<file path="config.mk">
export PLATFORM = sky130hd
export DESIGN_NAME = breath_ctrl
export DESIGN_NICKNAME = d
export VERILOG_FILES = /design/src/rtl/breath_pkg.sv /design/src/rtl/period_timer.sv /design/src/rtl/breath_ctrl.sv
export SDC_FILE = /design/constraint.sdc
export NUM_CORES = 1
export LEC_CHECK = 0
export ABC_AREA = 1
export BUFFER_PORTS_ARGS = -buffer_cell sky130_fd_sc_hd__clkbuf_2
export CORE_MARGIN = 10
export CORE_UTILIZATION = 60
export CTS_CLUSTER_SIZE = 25
export DETAILED_ROUTE_END_ITERATION = 6
export PLACE_DENSITY_LB_ADDON = 0.08
export SETUP_SLACK_MARGIN = 0.2
export SLEW_MARGIN = 20
export SYNTH_ARGS = -nofsm -noshare
export SYNTH_HDL_FRONTEND = slang
export SYNTH_HIERARCHICAL = 1
export SYNTH_SLANG_ARGS = --single-unit
export TNS_END_PERCENT = 100
</file>
<file path="constraint.sdc">
create_clock -name clk -period 3 [get_ports clk]
set_input_delay 0.6 -clock clk [delete_from_list [all_inputs] [get_ports clk]]
set_output_delay 0.6 -clock clk [all_outputs]
set_load 0.005 [all_outputs]
</file>
<file path="src/rtl/breath_pkg.sv">
// breath_pkg: state encoding and PWM period shared by the
// breathing sequencer and the PWM stage.
package breath_pkg;

  localparam logic [15:0] PWM_PERIOD = 16'd50000;

  typedef enum logic [2:0] {
    IDLE    = 3'd0,
    RISE    = 3'd1,
    HOLD_HI = 3'd2,
    FALL    = 3'd3,
    HOLD_LO = 3'd4
  } state_t;

endpackage

</file>
<file path="src/rtl/period_timer.sv">
// period_timer: free-running PWM period counter with end flag
// and a registered tick on cycle 0 of each period.
module period_timer
  import breath_pkg::*;
#(
  parameter logic [15:0] MAX = PWM_PERIOD
) (
  input  logic        clk,
  input  logic        rst,
  output logic [15:0] cnt,
  output logic        period_end,
  output logic        period_tick
);

  assign period_end = (cnt == MAX - 16'd1);

  always_ff @(posedge clk or negedge rst) begin
    if (!rst) begin
      cnt         <= '0;
      period_tick <= 1'b0;
    end else begin
      cnt         <= period_end ? '0 : cnt + 16'd1;
      period_tick <= period_end;
    end
  end

endmodule

</file>
<file path="src/rtl/breath_ctrl.sv">
// breath_ctrl: triangular duty ramp for the breathing lamp PWM.
// Define BREATH_HOLD_EN to add HOLD_HI/HOLD_LO dwell states.
module breath_ctrl
  import breath_pkg::*;
#(
  parameter logic [15:0] MAX_1MS = PWM_PERIOD,
  parameter logic [15:0] STEP    = 16'd50,
  parameter logic [15:0] UPD_MS  = 16'd1
`ifdef BREATH_HOLD_EN
  ,
  parameter logic [15:0] HOLD_MS = 16'd200
`endif
) (
  input  logic        clk,
  input  logic        rst,
  input  logic        en,
  output logic [15:0] duty,
  output logic        rising,
  output logic        period_tick,
  output logic        cycle_done
);

  state_t      state, state_n;
  logic [15:0] duty_n;
  logic [15:0] upd_cnt;
  logic        period_end;
  logic        upd;
  logic        done_n;
  logic        do_up, do_dn;
  logic [16:0] up_sum;
  logic        up_sat, dn_sat;

  period_timer #(.MAX(MAX_1MS)) u_timer (
    .clk        (clk),
    .rst        (rst),
    .cnt        (),
    .period_end (period_end),
    .period_tick(period_tick)
  );

  assign upd    = period_end && (upd_cnt == UPD_MS - 16'd1);
  assign up_sum = {1'b0, duty} + {1'b0, STEP};
  assign up_sat = (up_sum >= {1'b0, MAX_1MS});
  assign dn_sat = (duty <= STEP);

`ifdef BREATH_HOLD_EN
  logic [15:0] hold_cnt;
  logic        hold_last;

  assign hold_last = (hold_cnt == HOLD_MS - 16'd1);
  assign rising    = (state == RISE) || (state == HOLD_HI);

  // Hold exit performs the first step of the next ramp so the
  // plateau lasts exactly HOLD_MS periods.
  always_ff @(posedge clk or negedge rst) begin
    if (!rst)
      hold_cnt <= '0;
    else if (state_n != state)
      hold_cnt <= '0;
    else if (period_end && (state == HOLD_HI || state == HOLD_LO))
      hold_cnt <= hold_cnt + 16'd1;
  end
`else
  assign rising = (state == RISE);
`endif

  always_comb begin
    state_n = state;
    duty_n  = duty;
    done_n  = 1'b0;
    do_up   = 1'b0;
    do_dn   = 1'b0;
    unique case (state)
      IDLE: begin
        duty_n = '0;
        if (period_end && en)
          state_n = RISE;
      end
      RISE: begin
        if (upd)
          do_up = 1'b1;
        else if (period_end && !en)
          state_n = FALL;
      end
      FALL: begin
        if (upd)
          do_dn = 1'b1;
      end
`ifdef BREATH_HOLD_EN
      HOLD_HI: begin
        if (period_end && (!en || hold_last))
          do_dn = 1'b1;
      end
      HOLD_LO: begin
        if (period_end) begin
          if (!en)
            state_n = IDLE;
          else if (hold_last)
            do_up = 1'b1;
        end
      end
`endif
      default: state_n = IDLE;
    endcase

    if (do_up) begin
      duty_n = up_sat ? MAX_1MS : up_sum[15:0];
`ifdef BREATH_HOLD_EN
      state_n = !en ? FALL : (up_sat ? HOLD_HI : RISE);
`else
      state_n = (!en || up_sat) ? FALL : RISE;
`endif
    end

    if (do_dn) begin
      if (dn_sat) begin
        duty_n = '0;
        done_n = 1'b1;
`ifdef BREATH_HOLD_EN
        state_n = en ? HOLD_LO : IDLE;
`else
        state_n = en ? RISE : IDLE;
`endif
      end else begin
        duty_n  = duty - STEP;
        state_n = FALL;
      end
    end
  end

  always_ff @(posedge clk or negedge rst) begin
    if (!rst) begin
      state      <= IDLE;
      duty       <= '0;
      cycle_done <= 1'b0;
      upd_cnt    <= '0;
    end else begin
      state      <= state_n;
      duty       <= duty_n;
      cycle_done <= done_n;
      if (state == IDLE)
        upd_cnt <= '0;
      else if (period_end)
        upd_cnt <= upd ? '0 : upd_cnt + 16'd1;
    end
  end

endmodule

</file>
==> flow_summary_export.csv, run 1 <==
group,metric,value,unit
run_status,status,"finished clean",
drt,drtPass1Iterations,5,
global_routing,antenna_found_initial,0,
floorplanning,start_util,61.4,%
synth,synth_cell_types,41,
sta,hold_viol,0,
synth,yosysTopAreaCell,"dfrtp_1",
final_layout,layout.cells.non_filler,610,
power,p_sw,267,uW
floorplanning,core_area,5920,um^2
worst_setup_path,crit_chain,"ha_1, nand3_2, nor2_1, nand2_2, inv_2, nand4_1, nor2_1, nand2_1, nor2_1, inv_1, nand2_2, clkinvlp_4, nand2_1, nand3_2",
floorplanning,die_area,9580,um^2
drt,drtIter0Drc,204,
power,leakagePower,0.00189,uW
floorplanning,rows,28,
sta,finalSetupViolations,0,
sta,report.final.slew_viol_count,0,
final_layout,drive_gt1_share,13.1,%
clock_tree,clock_path_buffers,2,
sta,fin_setup_tns,0,ns
global_routing,grt_usage,17.8,%
place,place_hpwl,6.24,mm
synth,synth.most_common_cell,"nand2_1",
sta,maxSlewHeadroom,56.3,%
drt,ant_nets,0,
drt,wire_per_inst,13.9,um
power,p_total,1120,uW
min_path,min_path_type,"input pin to asynchronous set/reset pin",
worst_setup_path,cp_num_cells,14,
synth,syn_area,3640,um^2
synth,synth_top_area_share,35.1,%
final_layout,nets,543,
global_routing,grt_pass1_wl,14.8,mm
worst_setup_path,crit_required,3.22,ns
place,placed_cell_area,3800,um^2
synth,yosys-top-cells-area,"dfrtp_1, nand2_1, inv_1, nand3_1, nor2_1",
worst_setup_path,worst-path-buf-inv,3,
worst_setup_path,worst_setup_path_start_kind,"register",
sta,fin_crit_sh,82.2,%
drt,drc,0,
power,ir_drop,292,uV
final_layout,areaGrowthSynthToFinish,6.98,%
power,seqPwrFrac,61.1,%
synth,synth_edf_count,0,
global_routing,grt_overflow,0,
place,dp.cells,602,
clock_tree,cts_tree,"done",
power,power.density,289,nW/um^2
clock_tree,cts.sinks,51,
clock_tree,cts_setup_buffers,0,
clock_tree,hold_buffers,0,
drt,vias,3383,
synth,syn_inst,512,
power,switching_share,23.7,%
worst_setup_path,rr_worst_depth,14,
final_layout,design_area,3890,um^2
worst_setup_path,cpPeakStageDelay,0.41,ns
drt,routed_via_density,5.55,
synth,synth_fp_nets,521,
global_routing,grt_pass1_vias,3246,
power,clock_power_share,37.4,%
worst_setup_path,critPathArrivalTime,2.69,ns
clock_tree,clkLatencyLatePin,0.32,ns
worst_setup_path,crit_path_top_delay_cell,"dfrtp_1",
job,cap_viol_max_count,0,
worst_setup_path,path_common_cell,"nor2_1",
synth,synth_seq_cells,51,
synth,yosys_warnings,6,
floorplanning,die-width,97.9,um
clock_tree,cts-htree-levels,2,
clock_tree,clk_root_buffer_cell,"clkbuf_8",
synth,synth_seq_area_share,35.1,%
worst_setup_path,crit_fanout,10,
worst_setup_path,crit_type,"register to register",
global_routing,grt_max_degree,52,
sta,fin_skew,0.0168,ns
place,port_buffers,20,
synth,async_reset_ff_share,100,%
sta,rsz0062_at_grt,"false",
drt,drt_wl_total,8.46,mm
power,pwr-share-comb,1.4,%
sta,fmax,406,MHz
worst_setup_path,crit_family,"simple AND/OR/NAND/NOR gates",
floorplanning,ios,22,
worst_setup_path,endpoint_kind,"register",
place,place.gp.congestion,0.945,
synth,synth_ff_type,"dfrtp_1",
final_layout,antenna_cells,0,
sta,period_needed,2.47,ns
clock_tree,clkTransAtPathRegs,0.11,ns
power,p_int,857,uW
synth,syn_avg_cell_area,7.10,um^2
sta,worst_pin_slew,0.656,ns
clock_tree,numCtsBuffers,5,
floorplanning,die_h,97.9,um
synth,synth_common_cells,"nand2_1, inv_1, nor2_1, nand3_1, dfrtp_1",
metal layers:
layer | GRT usage (%) | vias up | share of wire, %
met3 | 3.74 | 7 | 7.1
met4 | 5.37 | 0 | 0.93
met5 | 0 | - | 0
met1 | 23.5 | 1573 | 47
met2 | 28.5 | 92 | 45
li1 | - | 1711 | -
layout by cell type (no fill, tap or decap), types with 3 or more instances in the layout:
cell / netlist / final
o22ai_1: 4 / 4
nand3_1: 53 / 53
nor3_1: 11 / 11
nand2_4: 3 / 3
o21ai_0: 7 / 7
buf_4: 4 / 5
clkbuf_8: 0 / 5
a31oi_1: 3 / 3
o211ai_1: 6 / 6
inv_1: 72 / 72
nand3b_1: 3 / 3
clkbuf_2: 1 / 20
inv_2: 3 / 3
nand4_1: 24 / 24
nand2_1: 114 / 114
a21oi_1: 16 / 16
dfrtp_1: 51 / 51
nand3_2: 6 / 6
ha_1: 6 / 6
nor2_1: 62 / 62
nor2_2: 5 / 5
o21ai_1: 4 / 4
xor2_1: 19 / 19
nor2_4: 3 / 3
nand2_2: 8 / 8
cell type report:
| cell class | count | area, um^2 |
|---|---|---|
| sequential | 51 | 1280 |
| timing repair buffer | 25 | 138 |
| clock inverter | 2 | 16.3 |
| tap | 75 | 93.8 |
| clock buffer | 6 | 72.6 |
| multi-input combinational | 374 | 2000 |
| inverter | 77 | 298 |
| fill | 536 | 2030 |
power by group through the flow:
stage          clock (uW)  combinational (uW)  sequential [uW]
5_1_grt               450                19.6              687
3_3_place_gp            0                16.9              700
6_report              421                16.2              687
2_1_floorplan           0                1.61              701
4_1_cts               428                17.3              687
3_5_place_dp            0                17.3              700
cells by family after synthesis:
| family | Yosys count | share of synthesized area, % |
|---|---|---|
| AO/OA/AOI/OAI | 48 | 7.91 |
| XOR/XNOR | 20 | 5.02 |
| adder cells (fa/ha/maj) | 6 | 2.06 |
| buffers and inverters | 87 | 10.0 |
| flip-flops | 51 | 35.1 |
| other | 1 | 0.103 |
| AND/OR/NAND/NOR | 299 | 39.8 |
metrics by stage:
step	util (%)	hold WS [ns]	setup slack [ns]
final	65.7	0.381	0.534
after CTS	65.7	0.408	0.457
after global routing	65.7	0.447	0.290
after detailed placement	64.2	0.497	0.465
after global placement	64.2	0.467	0.597
after floorplan	-	0.304	0.705
flip-flops by register name, indices dropped and copies added, names as in the netlist:
| signal | flops |
|---|---|
| cycle_done | 1 |
| duty | 15 |
| state | 2 |
| u_timer/cnt | 16 |
| u_timer/period_tick | 1 |
| upd_cnt | 16 |
what timing repair did:
action,in CTS,in global routing
gates resized for setup,0,1
setup endpoints to repair,0,2
endpoints found under the hold margin,0,0
final timing paths:
| kind | start | to | slack (ns) |
|---|---|---|---|
| max | u_timer/cnt[0]$_DFF_PN0_ | duty[7]$_DFFE_PN0P_ | 0.53 |
| min | rst | u_timer/cnt[5]$_DFF_PN0_ | 0.38 |
| max reg2reg | u_timer/cnt[0]$_DFF_PN0_ | duty[7]$_DFFE_PN0P_ | 0.53 |
| min reg2reg | u_timer/cnt[0]$_DFF_PN0_ | u_timer/cnt[0]$_DFF_PN0_ | 0.50 |
| max in group asynchronous | rst | duty[3]$_DFFE_PN0P_ | 2.16 |
| min in group clk | u_timer/cnt[0]$_DFF_PN0_ | u_timer/cnt[0]$_DFF_PN0_ | 0.50 |
(Power assumes the default switching activity.)
==> inputs of run 2 (changes only) <==
==> constraint.sdc (replaced) <==
create_clock -name clk -period 2.5 [get_ports clk]
set_input_delay 0.5 -clock clk [delete_from_list [all_inputs] [get_ports clk]]
set_output_delay 0.5 -clock clk [all_outputs]
set_load 0.005 [all_outputs]
==> run 2 against run 1 <==
Compared with the run above:
- clock skew decreased by 0.0056 ns
- critical path type unchanged
- via count is 3.0% higher
- total power up 19%
==> flow_summary_export.csv, run 2 (synthesis results as in run 1) <==
group,metric,value,unit
drt,drt_wl_total,8.50,mm
place,place_hpwl,6.22,mm
drt,routed_via_density,5.64,
sta,maxSlewHeadroom,62.8,%
clock_tree,cts-htree-levels,2,
worst_setup_path,crit_chain,"ha_2, nand3_2, nor2_1, nand2_2, inv_2, nand4_1, nor2_1, nand2_1, nor2_2, inv_1, nand2_2, inv_4, nand2_1, nand3_1",
clock_tree,cts.sinks,51,
run_status,status,"finished clean",
worst_setup_path,critPathArrivalTime,2.32,ns
place,post-place-ws,0.0895,ns
floorplanning,die_area,9580,um^2
sta,worst_pin_slew,0.558,ns
final_layout,drive_gt1_share,15.3,%
global_routing,grt_pass1_wl,14.9,mm
floorplanning,die_h,97.9,um
worst_setup_path,crit_type,"register to register",
power,seqPwrFrac,61.4,%
final_layout,final_cell_mix,"nand2_1, inv_1, nor2_1",
worst_setup_path,crit_required,2.69,ns
floorplanning,rows,28,
place,place.gp.congestion,0.956,
drt,drtIter0Drc,174,
worst_setup_path,worst_setup_path_start_kind,"register",
floorplanning,die-width,97.9,um
sta,fmax,469,MHz
power,p_total,1340,uW
drt,vias,3485,
drt,drc,0,
power,p_int,1030,uW
global_routing,grt_overflow,0,
place,port_buffers,20,
final_layout,largestRegisters,"u_timer/cnt (16), upd_cnt (16), duty (15)",
floorplanning,ios,22,
sta,fin_setup_tns,0,ns
worst_setup_path,crit_family,"simple AND/OR/NAND/NOR gates",
sta,report.final.slew_viol_count,0,
power,clock_power_share,37.0,%
clock_tree,clkLatencyLatePin,0.31,ns
clock_tree,clkTransAtPathRegs,0.10,ns
sta,finalSetupViolations,0,
global_routing,grt_pass1_vias,3267,
sta,hold_viol,0,
power,power.density,336,nW/um^2
job,cap_viol_max_count,0,
sta,rsz0062_at_grt,"false",
worst_setup_path,worst-path-buf-inv,3,
worst_setup_path,crit_path_top_delay_cell,"dfrtp_1",
global_routing,grt_usage,17.9,%
drt,wire_per_inst,13.8,um
sta,period_needed,2.13,ns
power,pwr-share-comb,1.6,%
sta,fin_skew,0.0113,ns
worst_setup_path,endpoint_kind,"register",
worst_setup_path,cpPeakStageDelay,0.41,ns
final_layout,nets,551,
final_layout,areaGrowthSynthToFinish,9.94,%
floorplanning,start_util,61.4,%
global_routing,antenna_found_initial,0,
final_layout,antenna_cells,0,
clock_tree,cts_tree,"done",
sta,setup_ws,0.369,ns
power,leakagePower,0.00194,uW
final_layout,final_common_cell,"nand2_1",
clock_tree,clock_path_buffers,2,
min_path,min_path_type,"input pin to asynchronous set/reset pin",
power,ir_drop,298,uV
global_routing,grt_max_degree,33,
clock_tree,clk_root_buffer_cell,"clkbuf_8",
drt,ant_nets,0,
sta,fin_crit_sh,85.2,%
power,switching_share,23.2,%
drt,drtPass1Iterations,5,
power,p_sw,312,uW
worst_setup_path,crit_fanout,10,
sta,hold_ws,0.161,ns
clock_tree,numCtsBuffers,5,
floorplanning,core_area,5920,um^2
[run 2: power groups by stage]
stage               sequential [uW]  combinational [uW]  clock (uW)
floorplan                       841                1.93           0
global route                    825                25.2         554
detailed placement              841                23.2           0
finish                          824                21.7         497
global placement                841                22.8           0
CTS                             824                23.3         515
[run 2: layout make-up]
class                   instances  area [um^2]
inverters                      77          300
clock buffers                   6         72.6
multi-input cells             374         2010
fillers                       518         1920
well taps                      75         93.8
repair buffers                 33          223
flip-flops and latches         51         1280
clock inverters                 2         17.5
[run 2: path summary, 6_finish.rpt]
check                           slack (ns)                startpoint                        end  depth (start not counted)
worst max-delay path                  0.37  u_timer/cnt[0]$_DFF_PN0_        duty[9]$_DFFE_PN0P_                         14
worst min-delay path                  0.16                       rst  u_timer/cnt[11]$_DFF_PN0_                          1
worst max register to register        0.37  u_timer/cnt[0]$_DFF_PN0_        duty[9]$_DFFE_PN0P_                         14
worst min register to register        0.53  u_timer/cnt[5]$_DFF_PN0_   u_timer/cnt[5]$_DFF_PN0_                          1
max in group asynchronous             1.77                       rst        duty[2]$_DFFE_PN0P_                          2
min in group clk                      0.53  u_timer/cnt[5]$_DFF_PN0_   u_timer/cnt[5]$_DFF_PN0_                          1
[run 2: worst reg2reg max path, cell delays in order, from the launching register on]
cell     delay, ns
dfrtp_1       0.41
ha_2          0.22
nand3_2       0.09
nor2_1        0.14
nand2_2       0.12
inv_2         0.08
nand4_1       0.09
nor2_1        0.11
nand2_1       0.12
nor2_2        0.15
inv_1         0.09
nand2_2       0.14
inv_4         0.10
nand2_1       0.08
nand3_1       0.08
[run 2: timing repair]
action,4_1_cts,5_1_grt
hold endpoints to repair,0,0
gates resized for setup,1,8
setup endpoints to repair,10,26
setup buffers,0,6
hold buffers,0,0
[run 2: metrics by stage]
stage	util, %	instance area, um^2	std cells
4_1_cts	66.2	3920	612
3_3_place_gp	64.6	3830	604
3_5_place_dp	64.6	3830	604
2_1_floorplan	-	3640	512
6_report	67.5	4000	618
5_1_grt	67.5	4000	618
[run 2: layer usage]
metal,up-vias,share of wire (%),GRT usage (%)
li1,1738,-,-
met1,1630,47,24.0
met2,107,45,28.3
met3,10,6.2,3.17
met4,0,1.1,6.04
met5,-,0,0
==> inputs of run 3 (changes only) <==
--- a/config.mk
+++ b/config.mk
@@ -8,8 +8,7 @@
 export ABC_AREA = 1
 export BUFFER_PORTS_ARGS = -buffer_cell sky130_fd_sc_hd__clkbuf_2
 export CORE_MARGIN = 10
-export CORE_UTILIZATION = 60
-export CTS_CLUSTER_SIZE = 25
+export CORE_UTILIZATION = 61
 export DETAILED_ROUTE_END_ITERATION = 6
 export PLACE_DENSITY_LB_ADDON = 0.08
 export SETUP_SLACK_MARGIN = 0.2
==> run 3 against run 2 <==
Compared with the run above:
- critical path type unchanged
- critical path depth down 3
- utilization rose by 1.7 points
- hold slack got worse by 0.085 ns
- combinational power is 6% higher
- die area shrank 1.3%
- fmax shrank 3.2%
- largest power group unchanged
- first-iteration DRC count up 40%
==> flow_summary_export.csv, run 3 (synthesis results as in run 1) <==
group,metric,value,unit
sta,fin_skew,0.00996,ns
floorplanning,core_area,5850,um^2
place,place.gp.congestion,0.947,
drt,routed_via_density,5.73,
drt,drt_wl_total,9.07,mm
place,dp.cells,603,
drt,ant_nets,0,
clock_tree,clkLatencyLatePin,0.32,ns
place,place_hpwl,6.39,mm
global_routing,grt_pass1_wl,14.8,mm
final_layout,nets,552,
drt,drtPass1Iterations,6,
power,ir_drop,250,uV
drt,drc,0,
drt,vias,3547,
floorplanning,die_area,9450,um^2
clock_tree,cts_tree,"done",
power,p_total,1380,uW
global_routing,grt_usage,18.0,%
worst_setup_path,path_common_cell,"nand2_1",
worst_setup_path,crit_required,2.72,ns
clock_tree,clkTransAtPathRegs,0.11,ns
clock_tree,clock_path_buffers,2,
min_path,min_path_type,"input pin to asynchronous set/reset pin",
power,power.density,341,nW/um^2
sta,period_needed,2.20,ns
final_layout,drive_gt1_share,16.4,%
final_layout,regArea,1280,um^2
worst_setup_path,cpPeakStageDelay,0.60,ns
floorplanning,start_util,62.2,%
final_layout,multiInputGateArea,2060,um^2
final_layout,largestRegisters,"u_timer/cnt (16), upd_cnt (16), duty (15)",
final_layout,final_common_cell,"nand2_1",
sta,fin_crit_sh,88.1,%
sta,rsz0062_at_grt,"true",
job,cap_viol_max_count,0,
final_layout,areaGrowthSynthToFinish,11.3,%
global_routing,grt_overflow,0,
floorplanning,ios,22,
worst_setup_path,crit_fanout,10,
place,port_buffers,20,
floorplanning,rows,28,
sta,hold_viol,0,
clock_tree,clk_root_buffer_cell,"clkbuf_8",
final_layout,fin_util,69.2,%
final_layout,fillers,486,
sta,fmax,454,MHz
run_status,status,"finished clean",
sta,report.final.slew_viol_count,0,
sta,finalSetupViolations,0,
clock_tree,hold_buffers,0,
power,leakagePower,0.00195,uW
sta,fin_setup_tns,0,ns
worst_setup_path,critPathArrivalTime,2.42,ns
clock_tree,cts.sinks,51,
global_routing,grt_pass1_vias,3288,
final_layout,final_cell_mix,"nand2_1, inv_1, nor2_1",
place,placed_cell_area,3820,um^2
drt,drtIter0Drc,243,
worst_setup_path,crit_path_top_delay_cell,"dfrtp_1",
final_layout,antenna_cells,0,
worst_setup_path,crit_chain,"nand2_1, nor2_1, nand4_1, nand2_1, nand2_1, nor2_2, nand3_4, nand2_4, nor2_1, nand2_1, nand3_2",
worst_setup_path,endpoint_kind,"register",
final_layout,design_area,4050,um^2
floorplanning,die-width,97.2,um
clock_tree,numCtsBuffers,5,
clock_tree,cts-htree-levels,2,
worst_setup_path,crit_type,"register to register",
drt,wire_per_inst,14.6,um
floorplanning,die_h,97.2,um
final_layout,layout.cells.non_filler,619,
global_routing,antenna_found_initial,0,
worst_setup_path,worst_setup_path_start_kind,"register",
global_routing,grt_max_degree,40,
[run 3: final cells by class]
| type | count | area share, % |
|---|---|---|
| Clock buffer | 5 | 1.70 |
| Clock inverter | 3 | 0.556 |
| Inverter | 77 | 7.42 |
| Multi-Input combinational cell | 374 | 50.8 |
| Sequential cell | 51 | 31.5 |
| Tap cell | 75 | 2.32 |
| Timing Repair Buffer | 34 | 5.66 |
[run 3: final timing paths]
check                           slack, ns                         to                     start  depth (start not counted)
worst max register to register       0.30        duty[7]$_DFFE_PN0P_       duty[8]$_DFFE_PN0P_                         11
worst max-delay path                 0.30        duty[7]$_DFFE_PN0P_       duty[8]$_DFFE_PN0P_                         11
max in group asynchronous            1.88        duty[2]$_DFFE_PN0P_                       rst                          2
min in group clk                     0.53       state[0]$_DFFE_PN0P_                        en                          3
worst min register to register       0.54   u_timer/cnt[5]$_DFF_PN0_  u_timer/cnt[5]$_DFF_PN0_                          1
worst min-delay path                 0.08  u_timer/cnt[12]$_DFF_PN0_                       rst                          1
[run 3: what timing repair did]
action                                  CTS  global route
pin swaps                                 0             1
gates resized for setup                   2            16
endpoints found under the setup margin   13            32
gates cloned                              0             1
endpoints found under the hold margin     0             0
setup buffers                             0             7
[run 3: stage by stage]
step / worst slack, ns / hold slack (ns)
2_1_floorplan: 0.205 / 0.204
3_3_place_gp: 0.172 / 0.431
3_5_place_dp: 0.0799 / 0.433
4_1_cts: 0.178 / 0.0847
5_1_grt: 0.145 / 0.0918
6_report: 0.298 / 0.0758
[run 3: per-layer routing]
| layer | track usage, % | up-vias | wire [um] |
|---|---|---|---|
| met5 | 0 | - | 0 |
| met4 | 5.03 | 0 | 95 |
| li1 | - | 1729 | - |
| met1 | 23.6 | 1682 | 4010 |
| met2 | 29.5 | 122 | 4350 |
| met3 | 3.56 | 14 | 609 |
[run 3: worst max-delay path: cells and delay by family, from the launching register on]
| family | cells | cell delay [ns] |
|---|---|---|
| flops | 1 | 0.60 |
| simple gates | 11 | 1.50 |
[run 3: report_power, final]
part / leakage, uW / total (uW) / switching, uW / internal [uW]
sequential: 0.000698 / 824 / 0 / 824
combinational: 0.00121 / 22.9 / 18.5 / 4.40
clock: 0.0000489 / 532 / 328 / 204
